## src/rtl/ps2_key_decoder.sv

```systemverilog
// ============================================================================
// ps2_key_decoder: PS/2 set-2 byte stream to key events, with event FIFO and
// held-key register. Optional: PS2_KEY_DECODER_ASCII_EN adds evt_ascii.
// Revision: 1.0
// ============================================================================
`default_nettype none

module ps2_key_decoder #(
  parameter int FIFO_DEPTH  = 4,
  parameter int TIMEOUT_CYC = 100000
) (
  input  logic       clk,
  input  logic       rst,
  input  logic [7:0] byte_in,
  input  logic       byte_valid,
  output logic [7:0] evt_code,
  output logic       evt_ext,
  output logic       evt_break,
  output logic       evt_valid,
  input  logic       evt_ready,
  output logic [7:0] key_data,
`ifdef PS2_KEY_DECODER_ASCII_EN
  output logic [7:0] evt_ascii,
`endif
  output logic       overflow
);

  localparam int c_PW = $clog2(FIFO_DEPTH);
  localparam int c_TW = $clog2(TIMEOUT_CYC + 1);

  typedef enum logic [2:0] {
    S_IDLE    = 3'd0,
    S_EXT     = 3'd1,
    S_BRK     = 3'd2,
    S_EXT_BRK = 3'd3,
    S_SKIP    = 3'd4
  } state_t;

  state_t            r_state;
  logic [2:0]        r_skip;
  logic [c_TW-1:0]   r_tcnt;
  logic              w_timeout;
  logic              w_prefix;
  logic              w_ignore;
  logic              w_emit;
  logic              w_ext;
  logic              w_brk;

  logic [7:0]        r_mem_code [FIFO_DEPTH];
  logic              r_mem_ext  [FIFO_DEPTH];
  logic              r_mem_brk  [FIFO_DEPTH];
  logic [c_PW-1:0]   r_wr;
  logic [c_PW-1:0]   r_rd;
  logic [c_PW:0]     r_cnt;
  logic              r_ovf;
  logic [7:0]        r_key;
  logic              w_full;
  logic              w_pop;
  logic              w_push;

  assign w_timeout = (r_tcnt == c_TW'(TIMEOUT_CYC));
  assign w_prefix  = (byte_in == 8'hE0) || (byte_in == 8'hF0);
  assign w_ignore  = (byte_in == 8'hAA) || (byte_in == 8'hFA) || (byte_in == 8'hFE) ||
                     (byte_in == 8'hEE) || (byte_in == 8'h00) || (byte_in == 8'hFF) ||
                     (byte_in == 8'hE1);

  always_comb begin
    w_emit = 1'b0;
    w_ext  = 1'b0;
    w_brk  = 1'b0;
    if (byte_valid) begin
      case (r_state)
        S_IDLE:    w_emit = !w_prefix && !w_ignore;
        S_EXT:     begin w_emit = !w_prefix; w_ext = 1'b1; end
        S_BRK:     begin w_emit = !w_prefix; w_brk = 1'b1; end
        S_EXT_BRK: begin w_emit = !w_prefix; w_ext = 1'b1; w_brk = 1'b1; end
        default:   w_emit = 1'b0;
      endcase
    end
  end

  // A byte on the timeout edge wins: it is decoded in the pre-timeout state.
  always_ff @(posedge clk or posedge rst) begin
    if (rst) begin
      r_state <= S_IDLE;
      r_skip  <= 3'd0;
      r_tcnt  <= '0;
    end else begin
      if (byte_valid || w_timeout) r_tcnt <= '0;
      else if (r_state != S_IDLE)  r_tcnt <= r_tcnt + 1'b1;

      if (byte_valid) begin
        case (r_state)
          S_IDLE: begin
            if (byte_in == 8'hE0)      r_state <= S_EXT;
            else if (byte_in == 8'hF0) r_state <= S_BRK;
            else if (byte_in == 8'hE1) begin
              r_skip  <= 3'd7;
              r_state <= S_SKIP;
            end
          end
          S_EXT: begin
            if (byte_in == 8'hF0)      r_state <= S_EXT_BRK;
            else if (byte_in != 8'hE0) r_state <= S_IDLE;
          end
          S_SKIP: begin
            r_skip <= r_skip - 3'd1;
            if (r_skip <= 3'd1) r_state <= S_IDLE;
          end
          default: r_state <= S_IDLE;
        endcase
      end else if (w_timeout) begin
        r_state <= S_IDLE;
        r_skip  <= 3'd0;
      end
    end
  end

`ifdef PS2_KEY_DECODER_ASCII_EN
  logic [7:0] r_mem_ascii [FIFO_DEPTH];
  logic [7:0] w_ascii;

  function automatic logic [7:0] f_ascii(input logic [7:0] c);
    case (c)
      8'h1C: f_ascii = "A"; 8'h32: f_ascii = "B"; 8'h21: f_ascii = "C"; 8'h23: f_ascii = "D";
      8'h24: f_ascii = "E"; 8'h2B: f_ascii = "F"; 8'h34: f_ascii = "G"; 8'h33: f_ascii = "H";
      8'h43: f_ascii = "I"; 8'h3B: f_ascii = "J"; 8'h42: f_ascii = "K"; 8'h4B: f_ascii = "L";
      8'h3A: f_ascii = "M"; 8'h31: f_ascii = "N"; 8'h44: f_ascii = "O"; 8'h4D: f_ascii = "P";
      8'h15: f_ascii = "Q"; 8'h2D: f_ascii = "R"; 8'h1B: f_ascii = "S"; 8'h2C: f_ascii = "T";
      8'h3C: f_ascii = "U"; 8'h2A: f_ascii = "V"; 8'h1D: f_ascii = "W"; 8'h22: f_ascii = "X";
      8'h35: f_ascii = "Y"; 8'h1A: f_ascii = "Z";
      8'h45: f_ascii = "0"; 8'h16: f_ascii = "1"; 8'h1E: f_ascii = "2"; 8'h26: f_ascii = "3";
      8'h25: f_ascii = "4"; 8'h2E: f_ascii = "5"; 8'h36: f_ascii = "6"; 8'h3D: f_ascii = "7";
      8'h3E: f_ascii = "8"; 8'h46: f_ascii = "9";
      8'h29: f_ascii = 8'h20;
      8'h5A: f_ascii = 8'h0D;
      default: f_ascii = 8'h00;
    endcase
  endfunction

  assign w_ascii   = w_ext ? 8'h00 : f_ascii(byte_in);
  assign evt_ascii = r_mem_ascii[r_rd];

  always_ff @(posedge clk or posedge rst) begin
    if (rst) begin
      for (int i = 0; i < FIFO_DEPTH; i++) r_mem_ascii[i] <= 8'h00;
    end else if (w_push) begin
      r_mem_ascii[r_wr] <= w_ascii;
    end
  end
`endif

  assign w_full = (r_cnt == (c_PW + 1)'(FIFO_DEPTH));
  assign w_pop  = (r_cnt != '0) && evt_ready;
  assign w_push = w_emit && (!w_full || w_pop);

  always_ff @(posedge clk or posedge rst) begin
    if (rst) begin
      for (int i = 0; i < FIFO_DEPTH; i++) begin
        r_mem_code[i] <= 8'h00;
        r_mem_ext[i]  <= 1'b0;
        r_mem_brk[i]  <= 1'b0;
      end
      r_wr  <= '0;
      r_rd  <= '0;
      r_cnt <= '0;
      r_ovf <= 1'b0;
      r_key <= 8'h00;
    end else begin
      if (w_push) begin
        r_mem_code[r_wr] <= byte_in;
        r_mem_ext[r_wr]  <= w_ext;
        r_mem_brk[r_wr]  <= w_brk;
        r_wr             <= r_wr + 1'b1;
      end
      if (w_pop) r_rd <= r_rd + 1'b1;
      if (w_push && !w_pop)      r_cnt <= r_cnt + 1'b1;
      else if (w_pop && !w_push) r_cnt <= r_cnt - 1'b1;
      r_ovf <= w_emit && !w_push;
      // Held-key tracking follows every decoded event, dropped or not.
      if (w_emit && !w_ext) begin
        if (!w_brk)                r_key <= byte_in;
        else if (byte_in == r_key) r_key <= 8'h00;
      end
    end
  end

  assign evt_code  = r_mem_code[r_rd];
  assign evt_ext   = r_mem_ext[r_rd];
  assign evt_break = r_mem_brk[r_rd];
  assign evt_valid = (r_cnt != '0);
  assign key_data  = r_key;
  assign overflow  = r_ovf;

endmodule

`default_nettype wire
```

## config.mk

```make
export PLATFORM = sky130hd
export DESIGN_NAME = ps2_key_decoder
export DESIGN_NICKNAME = d
export VERILOG_FILES = /design/src/rtl/ps2_key_decoder.sv
export SDC_FILE = /design/constraint.sdc
export NUM_CORES = 1
export LEC_CHECK = 0
export CAP_MARGIN = 15
export CORE_UTILIZATION = 55
export DETAILED_ROUTE_END_ITERATION = 16
export DONT_BUFFER_PORTS = 1
export PLACE_DENSITY = 0.84
export SETUP_SLACK_MARGIN = 0.3
export SLEW_MARGIN = 20
export SYNTH_ARGS = -nofsm -noshare
export SYNTH_HDL_FRONTEND = slang
export SYNTH_SLANG_ARGS = --single-unit
```

## constraint.sdc

```tcl
create_clock -name clk -period 3.01 [get_ports clk]
set_clock_uncertainty 0.2 [all_clocks]
set_input_delay 0.301 -clock clk [delete_from_list [all_inputs] [get_ports clk]]
set_output_delay 0.301 -clock clk [all_outputs]
set_load 0.01 [all_outputs]
```

# Word level (Yosys, flattened, before mapping)
# Cells that the tools add are included.
# totals
ff_bits,79
inputBits,12
output_inout_bits,20
wordCells,134
# classes
n_addsub,6
n_lt_le_gt_ge,4
n_eq_ne,24
bitwise,2
n_reduce_logical,36
muxes,42
# op_table
op,count
== test 8 bit (second input constant),8
two-way mux 3 bit,14
two-way mux 8 bit,5
two-way mux 17 bit,2
bitwise mux 32 bit,1
adder 17 x 1 -> 17 bit (second input constant),1
== test 17 bit (second input constant),1
binary-select mux 8 bit (select 2 bit),1
demux 8 bit (select 2 bit),1
!= test 3 bit (second input constant),4
two-way mux 1 bit,10
logical OR 1 bit,9
case mux 3 bit (3 select lines),1
bitwise mux 4 bit,2
== test 8 bit,1
logical AND 1 bit,8
logical NOT 8 bit,1
!= test 8 bit (second input constant),1
== test 3 x 2 -> 1 bit (second input constant),2
== test 3 bit (second input constant),2
greater-or-equal comparator 3 bit (second input constant),2
logical NOT 1 bit,6
inverter 2 -> 3 bit,2
case mux 3 bit (2 select lines),1
21 further kinds,28

# Longest topological paths before layout
# depth
word_depth,16
depth_mapped,11
depth_no_buf,10

# Least setup slack after synthesis
# No wires, ideal clock.
# synth_path
kind,register -> register
start,reg r_state[1]
end,reg r_cnt[1]
stages_incl_launch_ff,10
n_path_buf,1
t_arrival_ns,2.521
slack_ns,0.164
cell_sequence,dfrtp_1 -> buf_6 -> or3_1 -> o41ai_2 -> a31oi_4 -> and3_4 -> ha_1 -> inv_1 -> fa_1 -> mux2_2
# synth_via
elab_chain_cells,8
elab_cells_between_ends,13
# synth_rtl
element,line,source
"start, declared",39,state_t r_state;
"start signal, assigned",85,r_state <= S_IDLE;
"start signal, assigned",95,if (byte_in == 8'hE0) r_state <= S_EXT;
"start signal, assigned",96,else if (byte_in == 8'hF0) r_state <= S_BRK;
== test 3 x 1 -> 1 bit or == test 3 x 2 -> 1 bit (tied branches),72,case (r_state)
OR reduction 3 bit (no line),--,
case mux 1 bit (2 select lines) (*),72,
two-way mux 1 bit (*),71,if (byte_valid) begin
logical AND 1 bit (*),155,assign w_push = w_emit && (!w_full || w_pop);
via w_push,59,logic w_push;
logical NOT 1 bit,178,else if (w_pop && !w_push) r_cnt <= r_cnt - 1'b1;
logical AND 1 bit,178,
nonzero test 2 bit (no line),--,
"end signal, assigned",177,if (w_push && !w_pop) r_cnt <= r_cnt + 1'b1;
"end signal, assigned",178,
"end, declared",54,logic [c_PW:0] r_cnt;
# Mark *: on every way through the listed nets, which the timed path passes. The rest lies on a longest branch.
# A chain may end at the register's enable or synchronous reset.

# Worst setup path in the final report
# Same ends and word-level chain as after synthesis.

==> results.tsv <==
stage	metric	value	unit
yosys	synth_area_leader_cell	dfrtp_1	
clock_network	cts_sinks	79	
timing	worstMarginPinSlew	0.8967	ns
setup_path	max_stage_delay	0.48	ns
setup_path	cp-end-kind	flip-flop	
timing	final_hold_viol_count	0	
detailed_routing	vias	2692	
yosys	synth_top_area_share	48.45	%
detailed_routing	wl_per_cell	19.02	µm
clock_network	cts_made_buffers	9	
global_route	track_usage	23.85	%
hold_path	min_path_type	input port to flip-flop	
run	max_cap_violations	0	
timing	final-max-slew-violation-count	0	
die	core	0.007214	mm²
die	io_pins	32	
yosys	async_flop_share	100.0	%
die	chipWidth	88.13	µm
yosys	yosysWarnings	0	
timing	setup_viol	0	
die	start_util	56.56	%
global_route	grt_overflow	0	
timing	worst_slack	0.3486	ns
pwr	ir_worst_vdd	0.6340	mV
setup_path	arrival	2.71	ns
yosys	synthMostInstantiatedCell	dfrtp_1	
yosys	synth_fp_nets	355	
clock_network	clk_latency	0.36	ns
clock_network	cts_buffer_depth	2	
yosys	synth_edf_count	0	
cells_and_area	nets	364	
timing	fmax	375.7	MHz
setup_path	setup.worst_path.class	flip-flop to flip-flop	
yosys	ys_top_cells_by_count	dfrtp_1 (79), mux2_2 (43), nor2_1 (20), xnor2_1 (20), inv_1 (17)	
placement	dpl.hpwl	5.405	mm
yosys	seq_area_frac_synth	48.45	%
timing	timing.hold.ws	0.02042	ns
detailed_routing	drt_first_iter_violations	128	
timing	setup_tns	0	ns
global_route	antenna_found_initial	0	
setup_path	cp_num_buf_inv	1	
cells_and_area	drive_above_1_share	25.94	%
cells_and_area	layout-area-overhead-vs-synth	11.13	%
placement	dpl.cell_count	418	
placement	port_buffers	0	
detailed_routing	ant_nets	0	
detailed_routing	drt_first_pass_iters	4	
timing	rsz0062_at_grt	yes	
setup_path	cp_slowest_cell	dfrtp_2	
detailed_routing	wl	8.483	mm
setup_path	start_kind	flip-flop	
yosys	synth_area_leaders	dfrtp_1 (48%), mux2_2 (12%), mux4_2 (5.5%)	
die	fp.dieH	88.13	µm
pwr	leakage	1.877	nW
yosys	synth_area	0.004080	mm²
pwr	power.density	867.8	mW/mm²
timing	min_period	2.661	ns
clock_network	cts_tree	built	
clock_network	ctsRootBufferMaster	clkbuf_8	
detailed_routing	drc	0	
setup_path	critPathTopFamily	simple AND/OR/NAND/NOR gates	
yosys	synth_area_per_cell	12.25	µm²
setup_path	critical_path_peak_fanout	10	
placement	pre_cts_ws	0.2299	ns
timing	fin_crit_sh	88.42	%
cells_and_area	fill_cells	549	
timing	timing.slew.headroom	40.00	%
global_route	grt_pass1_wl	13.50	mm
yosys	synthFlopType	dfrtp_1	
detailed_routing	vias_per_cell	6.036	
yosys	syn_inst	333	
run_status	status	finished clean	
clock_network	htree_levels	3	
yosys	synth.distinct_cells	46	
die	rows	31	
global_route	grt_pass1_vias	2697	
placement	gp_congestion	0.9278	
cells_and_area	final_cells	446	
global_route	grt_max_degree	80	
clock_network	path_clk_slew	0.08	ns
cells_and_area	n_antenna_cell	0	
die	dieArea	0.007767	mm²
yosys	ys_ff_latch	79	
setup_path	path_cells	or3_1 -> a21oi_1 -> o21ai_4 -> and3_4 -> ha_4 -> inv_2 -> fa_1 -> mux2_2	
setup_path	cp.required	3.06	ns
## cell type report
| cell class | instances | area (µm²) | share of cell area, % |
|---|---|---|---|
| Multi-Input combinational cell | 219 | 1982 | 43.71 |
| Clock inverter | 7 | 108.9 | 2.401 |
| Clock buffer | 9 | 123.9 | 2.732 |
| Inverter | 17 | 63.81 | 1.407 |
| Sequential cell | 79 | 1978 | 43.63 |
| Timing Repair Buffer | 16 | 153.9 | 3.394 |
| Tap cell | 99 | 123.9 | 2.732 |
## state kept, by name, summed over array words and instances, names as in the netlist
register and flops:
r_mem_ext 4, r_tcnt 17, r_state 3, r_wr 2
r_mem_code 32, r_rd 2, r_skip 3, overflow 1
r_cnt 3, r_mem_brk 4, key_data 8
## per-layer routing
| metal | GRT usage [%] | wire length [µm] | vias to the layer above |
|---|---|---|---|
| li1 | - | - | 1228 |
| met2 | 38.27 | 4272 | 72 |
| met4 | 11.58 | 241 | 0 |
| met3 | 8.011 | 415 | 21 |
| met1 | 29.08 | 3554 | 1371 |
| met5 | 0 | 0 | - |
## through the flow
step                area (µm²)  util (%)  power (mW)
floorplan                 4093         -       2.769
global placement          4151     57.54       2.937
detailed placement        4151     57.54       3.012
CTS                       4513     62.56       3.946
global route              4534     62.85       4.154
finish                    4534     62.85       3.935
## worst register-to-register path: cells and delay by family, from the launching register on
family,cells,cell delay [ns]
compound gates,2,0.44
fa+ha+maj,2,0.56
buf+inv,1,0.05
flops,1,0.48
mux,1,0.26
simple gates,2,0.58
## cell usage in the layout, fill, tap and decap left out, types with 2 or more instances in the layout
master	n
dfrtp_1	78
mux2_2	43
xnor2_1	20
nor2_1	20
inv_1	14
nand2_1	12
dlygate4sd3_1	12
mux4_2	10
or3_1	9
nand3_1	9
nor3_1	9
xor2_1	9
clkbuf_8	9
a32o_1	8
ha_1	8
a21oi_1	7
o21ai_0	7
nand4_1	6
and3_1	5
nand4_4	4
nor4_1	4
a31oi_1	4
nor4b_1	3
inv_2	3
buf_4	3
nor2b_1	2
bufinv_16	2
inv_8	2
inv_6	2
## kinds of logic after synthesis
| group | share of synthesized area, % |
|---|---|
| xor gates and xnor gates | 6.225 |
| adders and majority gates | 3.251 |
| muxes | 17.76 |
| AOI/OAI and AO/OA | 7.053 |
| and+or+nand+nor | 13.37 |
| buffers and inverters | 3.894 |
| DFF | 48.45 |
## path summary, 6_finish.rpt
path	start	to	slack, ns	cells past startpoint
max	r_state[1]$_DFFE_PP0P_	r_cnt[1]$_DFFE_PP0P_	0.35	8
min	evt_ready	r_rd[0]$_DFFE_PP0P_	0.02	2
max reg2reg	r_state[1]$_DFFE_PP0P_	r_cnt[1]$_DFFE_PP0P_	0.35	8
min reg2reg	r_cnt[2]$_DFFE_PP0P_	r_cnt[2]$_DFFE_PP0P_	0.29	1
max in group asynchronous	rst	r_state[1]$_DFFE_PP0P_	1.71	3
min in group asynchronous	rst	r_tcnt[1]$_DFFE_PP0P_	0.39	3
## what timing repair did
item,4_1_cts,5_1_grt
hold buffers,12,0
endpoints found under the setup margin,2,1
gates resized for setup,2,4
endpoints found under the hold margin,124,0
buffers inserted,0,0
## where the power goes
part | leakage [nW] | internal [mW] | switching [mW]
Sequential | 0.997 | 1.40 | 0.337
Clock | 0.118 | 0.485 | 0.426
Combinational | 0.761 | 0.719 | 0.564
No activity file was read; power rests on OpenSTA's default activity.
